--- src/rtl/tx_feed_fifo.sv ---
// Byte FIFO feeding the SPI transmit path: frame-aware go pulse,
// strobed {eop,valid,byte} words, overflow and starvation flags.
module tx_feed_fifo #(
    parameter int DEPTH_LOG2 = 4
) (
    input  logic                clk,
    input  logic                reset,
    input  logic [7:0]          wr_data,
    input  logic                wr_eop,
    input  logic                wr_en,
    output logic                full,
    output logic [DEPTH_LOG2:0] level,
    output logic [DEPTH_LOG2:0] frames,
    input  logic                flush,
    output logic                go,
    output logic [15:0]         spi_data,
    output logic                spi_data_strobe,
    input  logic                spi_data_request,
    output logic                overflow,
    output logic                starved
);
    localparam int DEPTH = 1 << DEPTH_LOG2;
    localparam logic [DEPTH_LOG2:0] FULL_LEVEL = {1'b1, {DEPTH_LOG2{1'b0}}};

    typedef enum logic [1:0] {
        IDLE,
        STROBE,
        GAP
    } state_t;

    state_t                state;
    state_t                state_nx;
    logic [8:0]            mem [DEPTH];
    logic [DEPTH_LOG2-1:0] wr_ptr;
    logic [DEPTH_LOG2-1:0] rd_ptr;
    logic                  in_frame;
    logic                  push;
    logic                  pop;
    logic                  go_nx;
    logic                  starve_nx;
    logic [8:0]            head;
    logic                  frm_push;
    logic                  frm_pop;

    assign full     = (level == FULL_LEVEL);
    assign push     = wr_en && !full;
    assign head     = mem[rd_ptr];
    assign frm_push = push && wr_eop;
    assign frm_pop  = pop && head[8];

    always_comb begin
        state_nx  = state;
        pop       = 1'b0;
        go_nx     = 1'b0;
        starve_nx = 1'b0;
        unique case (state)
            IDLE: begin
                pop       = spi_data_request && (level != '0);
                go_nx     = !in_frame && (frames != '0) && !spi_data_request;
                starve_nx = in_frame && spi_data_request && (level == '0);
                if (pop) state_nx = STROBE;
            end
            STROBE:  state_nx = GAP;
            GAP:     state_nx = IDLE;
            default: state_nx = IDLE;
        endcase
    end

    // Storage carries no reset; only entries behind the pointers are read.
    always_ff @(posedge clk) begin
        if (push && !flush) mem[wr_ptr] <= {wr_eop, wr_data};
    end

    always_ff @(posedge clk or negedge reset) begin
        if (!reset) begin
            state           <= IDLE;
            wr_ptr          <= '0;
            rd_ptr          <= '0;
            level           <= '0;
            frames          <= '0;
            in_frame        <= 1'b0;
            go              <= 1'b0;
            spi_data        <= '0;
            spi_data_strobe <= 1'b0;
            overflow        <= 1'b0;
            starved         <= 1'b0;
        end else if (flush) begin
            state           <= IDLE;
            wr_ptr          <= '0;
            rd_ptr          <= '0;
            level           <= '0;
            frames          <= '0;
            in_frame        <= 1'b0;
            go              <= 1'b0;
            spi_data_strobe <= 1'b0;
            overflow        <= 1'b0;
            starved         <= 1'b0;
        end else begin
            state           <= state_nx;
            go              <= go_nx;
            spi_data_strobe <= pop;
            if (push) wr_ptr <= wr_ptr + DEPTH_LOG2'(1);
            if (pop) begin
                rd_ptr   <= rd_ptr + DEPTH_LOG2'(1);
                spi_data <= {head[8], 1'b1, 6'b0, head[7:0]};
            end
            if (wr_en && full) overflow <= 1'b1;
            if (starve_nx) starved <= 1'b1;
            // go and an eop pop are exclusive: go needs request low
            if (go_nx) in_frame <= 1'b1;
            else if (frm_pop) in_frame <= 1'b0;
            unique case ({push, pop})
                2'b10:   level <= level + (DEPTH_LOG2 + 1)'(1);
                2'b01:   level <= level - (DEPTH_LOG2 + 1)'(1);
                default: level <= level;
            endcase
            unique case ({frm_push, frm_pop})
                2'b10:   frames <= frames + (DEPTH_LOG2 + 1)'(1);
                2'b01:   frames <= frames - (DEPTH_LOG2 + 1)'(1);
                default: frames <= frames;
            endcase
        end
    end
endmodule

--- config.mk ---
export PLATFORM = sky130hd
export DESIGN_NAME = tx_feed_fifo
export DESIGN_NICKNAME = d
export VERILOG_FILES = /design/src/rtl/tx_feed_fifo.sv
export SDC_FILE = /design/constraint.sdc
export NUM_CORES = 1
export LEC_CHECK = 0
export ABC_AREA = 1
export CORE_MARGIN = 2
export CORE_UTILIZATION = 50
export CTS_CLUSTER_DIAMETER = 60
export DETAILED_ROUTE_END_ITERATION = 12
export GPL_TIMING_DRIVEN = 0
export PLACE_DENSITY = 0.69
export SYNTH_ARGS = -nofsm -noshare
export SYNTH_HDL_FRONTEND = slang
export SYNTH_SLANG_ARGS = --single-unit
export TNS_END_PERCENT = 50
--- constraint.sdc ---
create_clock -name clk -period 4.45 [get_ports clk]
set_input_delay 0.89 -clock clk [delete_from_list [all_inputs] [get_ports clk]]
set_output_delay 0.89 -clock clk [all_outputs]
set_load 0.1 [all_outputs]
==> results of run 1 <==
## synth_stat cells (2+ instances only)
cell and count:
buf_2 5, nand2_2 7, inv_2 9, o22ai_1 16, nand4_1 3, xnor2_1 3
buf_4 7, xor2_1 2, edfxtp_1 144, inv_1 34, o21ai_0 78, o21ai_1 2
nor2_2 2, nand2_1 61, clkbuf_1 22, o221ai_1 18, o211ai_1 14, a31oi_1 8
a21oi_1 6, nand3_2 5, nor3_1 4, dfrtp_1 35, ha_1 10, nand3_1 25
nor2_4 2, nor2_1 107
## registers in the layout, summed over array words and instances (netlist names)
signal / flops
in_frame: 1
rd_ptr: 4
spi_data_strobe: 1
spi_data: 10
mem: 144
starved: 1
wr_ptr: 4
overflow: 1
frames: 5
level: 5
go: 1
state: 2
## report_power, final
part | switching, W | internal (W)
Clock | 0.000655 | 0.000910
Sequential | 0.0000948 | 0.00193
Combinational | 0.00149 | 0.000476
Total | 0.00224 | 0.00332
## worst reg2reg max path, stage by stage, from the launching register on
cell and delay, ns:
dfrtp_1 0.42, nor2_2 0.14, nand4_1 0.14, nand2_2 0.17
inv_2 0.11, nor2_1 0.34, inv_1 0.14, fa_1 0.42
o21ai_0 0.25, xor2_1 0.20, xnor2_1 0.13, nand3_1 0.08
o21ai_0 0.11
## worst min path at each step
stage | slack [ns] | depth (start not counted) | to | from
6_report | 0.43 | 1 | state[1] | state[1]
5_1_grt | 0.44 | 1 | state[1] | state[1]
4_1_cts | 0.43 | 1 | state[1] | state[1]
3_5_place_dp | 0.42 | 1 | state[1] | state[1]
3_3_place_gp | 0.42 | 1 | state[1] | state[1]
2_1_floorplan | 0.41 | 1 | state[1] | state[1]
## stage by stage
stage | setup WS (ns) | cells | instance area [um2] | total power (W) | utilization (%)
after floorplan | 1.55 | 647 | 7610 | 0.00344 | -
after global placement | 0.634 | 873 | 8230 | 0.00397 | 54.7
after detailed placement | 0.615 | 873 | 8230 | 0.00401 | 54.7
after CTS | 1.07 | 905 | 8840 | 0.00555 | 58.8
after global routing | 0.949 | 905 | 8840 | 0.00578 | 58.8
final | 0.957 | 905 | 8840 | 0.00556 | 58.8
## cell type report
| cell class | count | area, um2 |
|---|---|---|
| plain buffers | 35 | 171 |
| repair buffers | 38 | 375 |
| inverters | 44 | 165 |
| clock inverters | 12 | 168 |
| fillers | 1188 | 6190 |
| multi-input cells | 389 | 2080 |
| clock buffers | 20 | 447 |
| flip-flops and latches | 179 | 5200 |
| well taps | 188 | 235 |
## kinds of logic (layout without fill, tap and decap cells)
logic type | count (synthesis) | in the layout | share of synthesized area (%)
buf+inv | 79 | 149 | 4.43
other cells | 1 | 6 | 0.0494
simple gates | 220 | 220 | 12.9
xor+xnor | 5 | 5 | 0.577
fa+ha+maj | 11 | 11 | 1.91
compound gates | 147 | 147 | 11.7
flops | 179 | 179 | 68.5
## per-layer routing
| metal | up-vias | GRT usage [%] | wire length (um) |
|---|---|---|---|
| met5 | - | 0 | 0 |
| met4 | 0 | 11.0 | 547 |
| met3 | 44 | 6.37 | 2020 |
| met2 | 302 | 38.4 | 8840 |
| met1 | 2639 | 34.3 | 7690 |
| li1 | 2425 | - | - |
==> results by group, run 1 <==
Global routing
  • Vias in the first global route: 5157
  • First-pass GRT wire length: 29.5 mm
  • Total Routing Usage GR: 25.1%
  • Maximum number of pins on one net before global-route repair: 36
  • Congestion Overflow GR: 0
  • Initial antenna violation count: 0

Worst setup path
  • Largest delay share family, worst path: buffers and inverters
  • Critical-path top delay cell: nor2_1
  • Critical path type: input pin to register
  • Buf/Inv on CP: 3
  • Critical path startpoint: flush
  • Critical path arrival: 3.54 ns
  • Flop2flop setup slack: approximately 1.7 ns
  • Worst-path cell chain: clkdlybuf4s50_1 > inv_1 > clkbuf_1 > nand3_1 > nor2_1
  • Critical Path Source Type: input pin
  • CP Capture Type: register
  • Crit. path cell count: 5
  • CP max stage delay: 0.97 ns
  • Required @ worst endpoint: about 4.5 ns
  • R2r endpoint: level[4]
  • CP max FO: 10
  • CP endpoint: mem[14][7]
  • FF-to-FF Start: level[1]
  • R2R depth: 12

Clocking
  • Htree depth: 4
  • Clk Latency, worst-skew pair: 0.44 ns
  • TritonCTS buffer count: 17
  • Hold_buf cts: 0
  • Clock tree buffer depth: 2
  • Root buffer cell: clkbuf_16
  • CTS Sinks: ~180
  • Resized Gates After CTS: 0
  • Clock Pin Slew Worst Setup and Hold Paths: 0.07 ns
  • CTS tree: done
  • Post-CTS setup buffers: 0

Yosys
  • Yosys warning count: 0
  • Mapped Cells: 642
  • Flop and latch count out of synthesis: 179
  • Sequential area share after synthesis: between 60% and 70%
  • EDFF count, synth: 144
  • Async SR Flop Fraction: 19.6%
  • Yosys top cell by area: edfxtp_1
  • Average cell area after synthesis: 11.8 um2
  • Synth Cell Area: approximately 7600 um2
  • Top-area cell type share of the netlist area: 56.9%
  • Cell variety after synth: 39
  • Top FF cell, synth: edfxtp_1
  • Synth area leaders: edfxtp_1, dfrtp_1, nor2_1

Placed design
  • GPL Wtd Cong: ~0.88
  • Hpwl dp: 12.3 mm
  • Port Buffers: 38

Floorplanning
  • Cell Rows: 45
  • Die Width: between 100 and 150 um
  • Initial Util: 50.5%
  • Core Box Area: 15000 um2
  • DIE HEIGHT: around 130 um
  • IO Count: 45
  • Die ar.: roughly 16000 um2

Layout
  • N_diodes: 0
  • Most common cell after layout, fill and taps aside: edfxtp_1
  • Final #Nets: 729
  • Share of cells above drive strength 1: 10.3%
  • Most frequent cells in the layout: edfxtp_1, nor2_1, o21ai_0, nand2_1, clkdlybuf4s50_1
  • Area grow syn2layout: 16.4%

Routing
  • Wire per inst: 21.1 um
  • Via count: 5410
  • Pre-Repair DR Iteration Count: 5
  • Vias per inst: 5.98
  • Routed WL: 19.1 mm
  • Iteration-0 DRC Markers: 767
  • Remaining DRCs: 0
  • Routed Antenna Nets: 0

Timing
  • FMAX: 0.286 GHz
  • Count of final hold-check violations: 0
  • Skew final: 0.0119 ns
  • RSZ-0062 raised after global routing: false
  • Max_slew headroom: 19.2%
  • Period minus WS final: 3.49 ns
  • Setup violations, final: 0
  • Least-Margin Pin Slew: 1.21 ns
  • Final setup TNS: 0 ns
  • Max-slew violations: 0
  • Hold Worst Slack: 0.428 ns
  • Post-route clock period utilization: 78.5%

Pwr
  • Pleak: 3.21 nW
  • VDD IR max: about 0.00030 V
  • Pwr Density: roughly 630 nW/um2

Run status
  • Status: finished, final reports clean

Job
  • Max Cap Violations: 0

Min path
  • Worst hold path type: register to register
Power figures use the tool's default switching activity.
==> inputs of run 2 (changes only) <==
- PLACE_DENSITY: 0.69 -> 0.71
- clock period: 4.45 -> 3.2 ns (I/O delays scaled with it)
==> run 2 against run 1 <==
Routed wire length is 0.57% higher; utilization shrank 0.28 points; global-route usage shrank 0.57 points; clock power grew 29%; critical path depth stayed put; first-iteration DRC count up 6.6%; combinational power is 39% higher; register-to-register slack worse by 1.2 ns; power is 37% higher; via count decreased by 0.55%; sequential power is 39% higher; largest cell class unchanged.
==> results by group, run 2 (synthesized netlist as in run 1, its figures left out) <==
Run status
  • Status: finished, final reports clean

Clocking
  • TritonCTS buffer count: 17 (unchanged)
  • Clk Latency, worst-skew pair: 0.44 ns (about the same)
  • Resized Gates After CTS: 0 (unchanged)
  • Root buffer cell: clkbuf_16
  • Clock Pin Slew Worst Setup and Hold Paths: 0.06 ns (about the same)
  • CTS Sinks: 179 (unchanged)
  • Post-CTS setup buffers: 0 (unchanged)
  • Clock tree buffer depth: 2 (unchanged)
  • Hold_buf cts: 0 (unchanged)
  • Htree depth: 4 (unchanged)
  • CTS tree: done

Floorplanning
  • Initial Util: 50.5% (unchanged)
  • Die ar.: 16200 um2 (unchanged)
  • Core Box Area: 15000 um2 (unchanged)
  • Cell Rows: 45 (unchanged)
  • DIE HEIGHT: 127 um (unchanged)
  • IO Count: 45 (unchanged)
  • Die Width: 127 um (unchanged)

Timing
  • Least-Margin Pin Slew: 1.17 ns (-0.0392 ns)
  • Count of final hold-check violations: 0 (unchanged)
  • Setup violations, final: 0 (unchanged)
  • FMAX: 0.314 GHz
  • Post-route clock period utilization: 99.4%
  • Hold Worst Slack: 0.303 ns (-0.125 ns)
  • Max_slew headroom: 21.8% (+2.6 points)
  • RSZ-0062 raised after global routing: true
  • Skew final: 0.0118 ns (-0.0000957 ns)
  • Period minus WS final: 3.18 ns
  • Max-slew violations: 0 (unchanged)

Pwr
  • Pleak: 3.19 nW (-0.59%)
  • Pwr Density: 862 nW/um2 (+37%)
  • Comb power frac: 36.1% (+0.7 points)
  • Internal: 0.00450 W (+36%)
  • Total power: 0.00759 W (+37%)
  • NetSw: 0.00309 W (+38%)
  • Sequential power share: 37.2% (+0.7 points)
  • VDD IR max: 0.000452 V (+50%)
  • Clock group share of total power: 26.8% (-1.4 points)
  • Switching Share: 40.7% (+0.38 points)

Layout
  • Most common cell after layout, fill and taps aside: edfxtp_1
  • Share of cells above drive strength 1: 10.3% (unchanged)
  • N_diodes: 0 (unchanged)
  • Post-route design area: 8800 um2 (-0.48%)
  • Area grow syn2layout: 15.8%
  • Max reg flops: 144 (unchanged)
  • Most frequent cells in the layout: edfxtp_1, nor2_1, o21ai_0, nand2_1, clkdlybuf4s50_1
  • FILL cells: 1188 (unchanged)
  • Cell Count, Final, Fillers Out: 905 (unchanged)
  • Post-route core utilization: 58.5% (-0.28 points)
  • Final #Nets: 729 (unchanged)
  • Biggest regs: mem x144, spi_data x10
  • Biggest register: mem

Worst setup path
  • CP Capture Type: register
  • Critical path type: input pin to register
  • Required @ worst endpoint: 3.26 ns (-1.24 ns)
  • Critical path arrival: 3.24 ns (-0.30 ns)
  • CP max FO: 10 (unchanged)
  • Critical Path Source Type: input pin
  • Flop2flop setup slack: 0.47 ns (-1.24 ns)

Routing
  • DR WL met2: 9.13 mm (+3.3%)
  • Remaining DRCs: 0 (unchanged)
  • Vias per inst: 5.94 (-0.55%)
  • Met1 Wirelength: 7.97 mm (+3.7%)
  • Via count: 5380 (-0.55%)
  • Routed WL: 19.2 mm (+0.57%)
  • Pre-Repair DR Iteration Count: 5 (unchanged)
  • Wire per inst: 21.2 um (+0.57%)
  • WL met3: 1.54 mm (-24%)
  • Uppermost layer routed: met4
  • Routed Antenna Nets: 0 (unchanged)
  • Iteration-0 DRC Markers: 818 (+6.6%)

Global routing
  • Maximum number of pins on one net before global-route repair: 36 (unchanged)
  • Congestion Overflow GR: 0 (unchanged)
  • Vias in the first global route: 5220 (+1.2%)
  • Initial antenna violation count: 0 (unchanged)
  • Total Routing Usage GR: 24.5% (-0.57 points)
  • First-pass GRT wire length: 28.9 mm (-2.0%)

Placed design
  • GPL Wtd Cong: 0.901 (+2.3%)
  • Placed cell count: 873 (unchanged)
  • Port Buffers: 38 (unchanged)
  • Placed cell area: 8230 um2 (unchanged)
  • Hpwl dp: 12.5 mm (+1.0%)

Job
  • Max Cap Violations: 0 (unchanged)

Min path
  • Worst hold path type: input pin to async pin
==> run 2: final cells by class <==
type	instances	area [um2]	share of cell area [%]
clock inverters	13	136	1.55
multi-input cells	389	2080	23.7
inverters	44	165	1.88
repair buffers	38	375	4.27
flip-flops and latches	179	5200	59.1
well taps	188	235	2.67
clock buffers	19	433	4.92
plain buffers	35	171	1.95
==> run 2: per-stage QoR <==
stage | setup TNS [ns] | worst slack [ns]
floorplan | 0 | 0.299
global placement | -21.60 | -0.372
detailed placement | -26.82 | -0.424
CTS | 0 | 0.0239
global route | -5.41 | -0.122
finish | 0 | 0.0199
==> run 2: metal layers <==
metal	GRT usage, %	vias to the layer above
li1	-	2421
met1	34.0	2632
met2	37.9	290
met3	4.48	37
met4	11.6	0
met5	0	-
==> run 2: power groups by stage <==
stage	combinational [W]	sequential, W	clock, W
2_1_floorplan	0.00109	0.00370	0
3_3_place_gp	0.00264	0.00286	0
3_5_place_dp	0.00270	0.00287	0
4_1_cts	0.00271	0.00282	0.00204
5_1_grt	0.00290	0.00284	0.00213
6_report	0.00274	0.00282	0.00203
==> run 2: worst max-delay path: stages <==
cell,delay (ns)
clkdlybuf4s50_1,0.64
inv_1,0.35
clkbuf_1,0.47
nand3_1,0.27
nor2_1,0.86
==> run 2: path summary, 6_finish.rpt <==
path                          start     endpoint  depth (start not counted)
setup / recovery              flush    mem[7][1]                          5
hold / removal                reset           go                          1
setup reg to reg           level[1]     level[4]                         12
hold reg to reg            state[1]     state[1]                          1
max in group asynchronous     reset  spi_data[1]                          1
min in group clk           state[1]     state[1]                          1
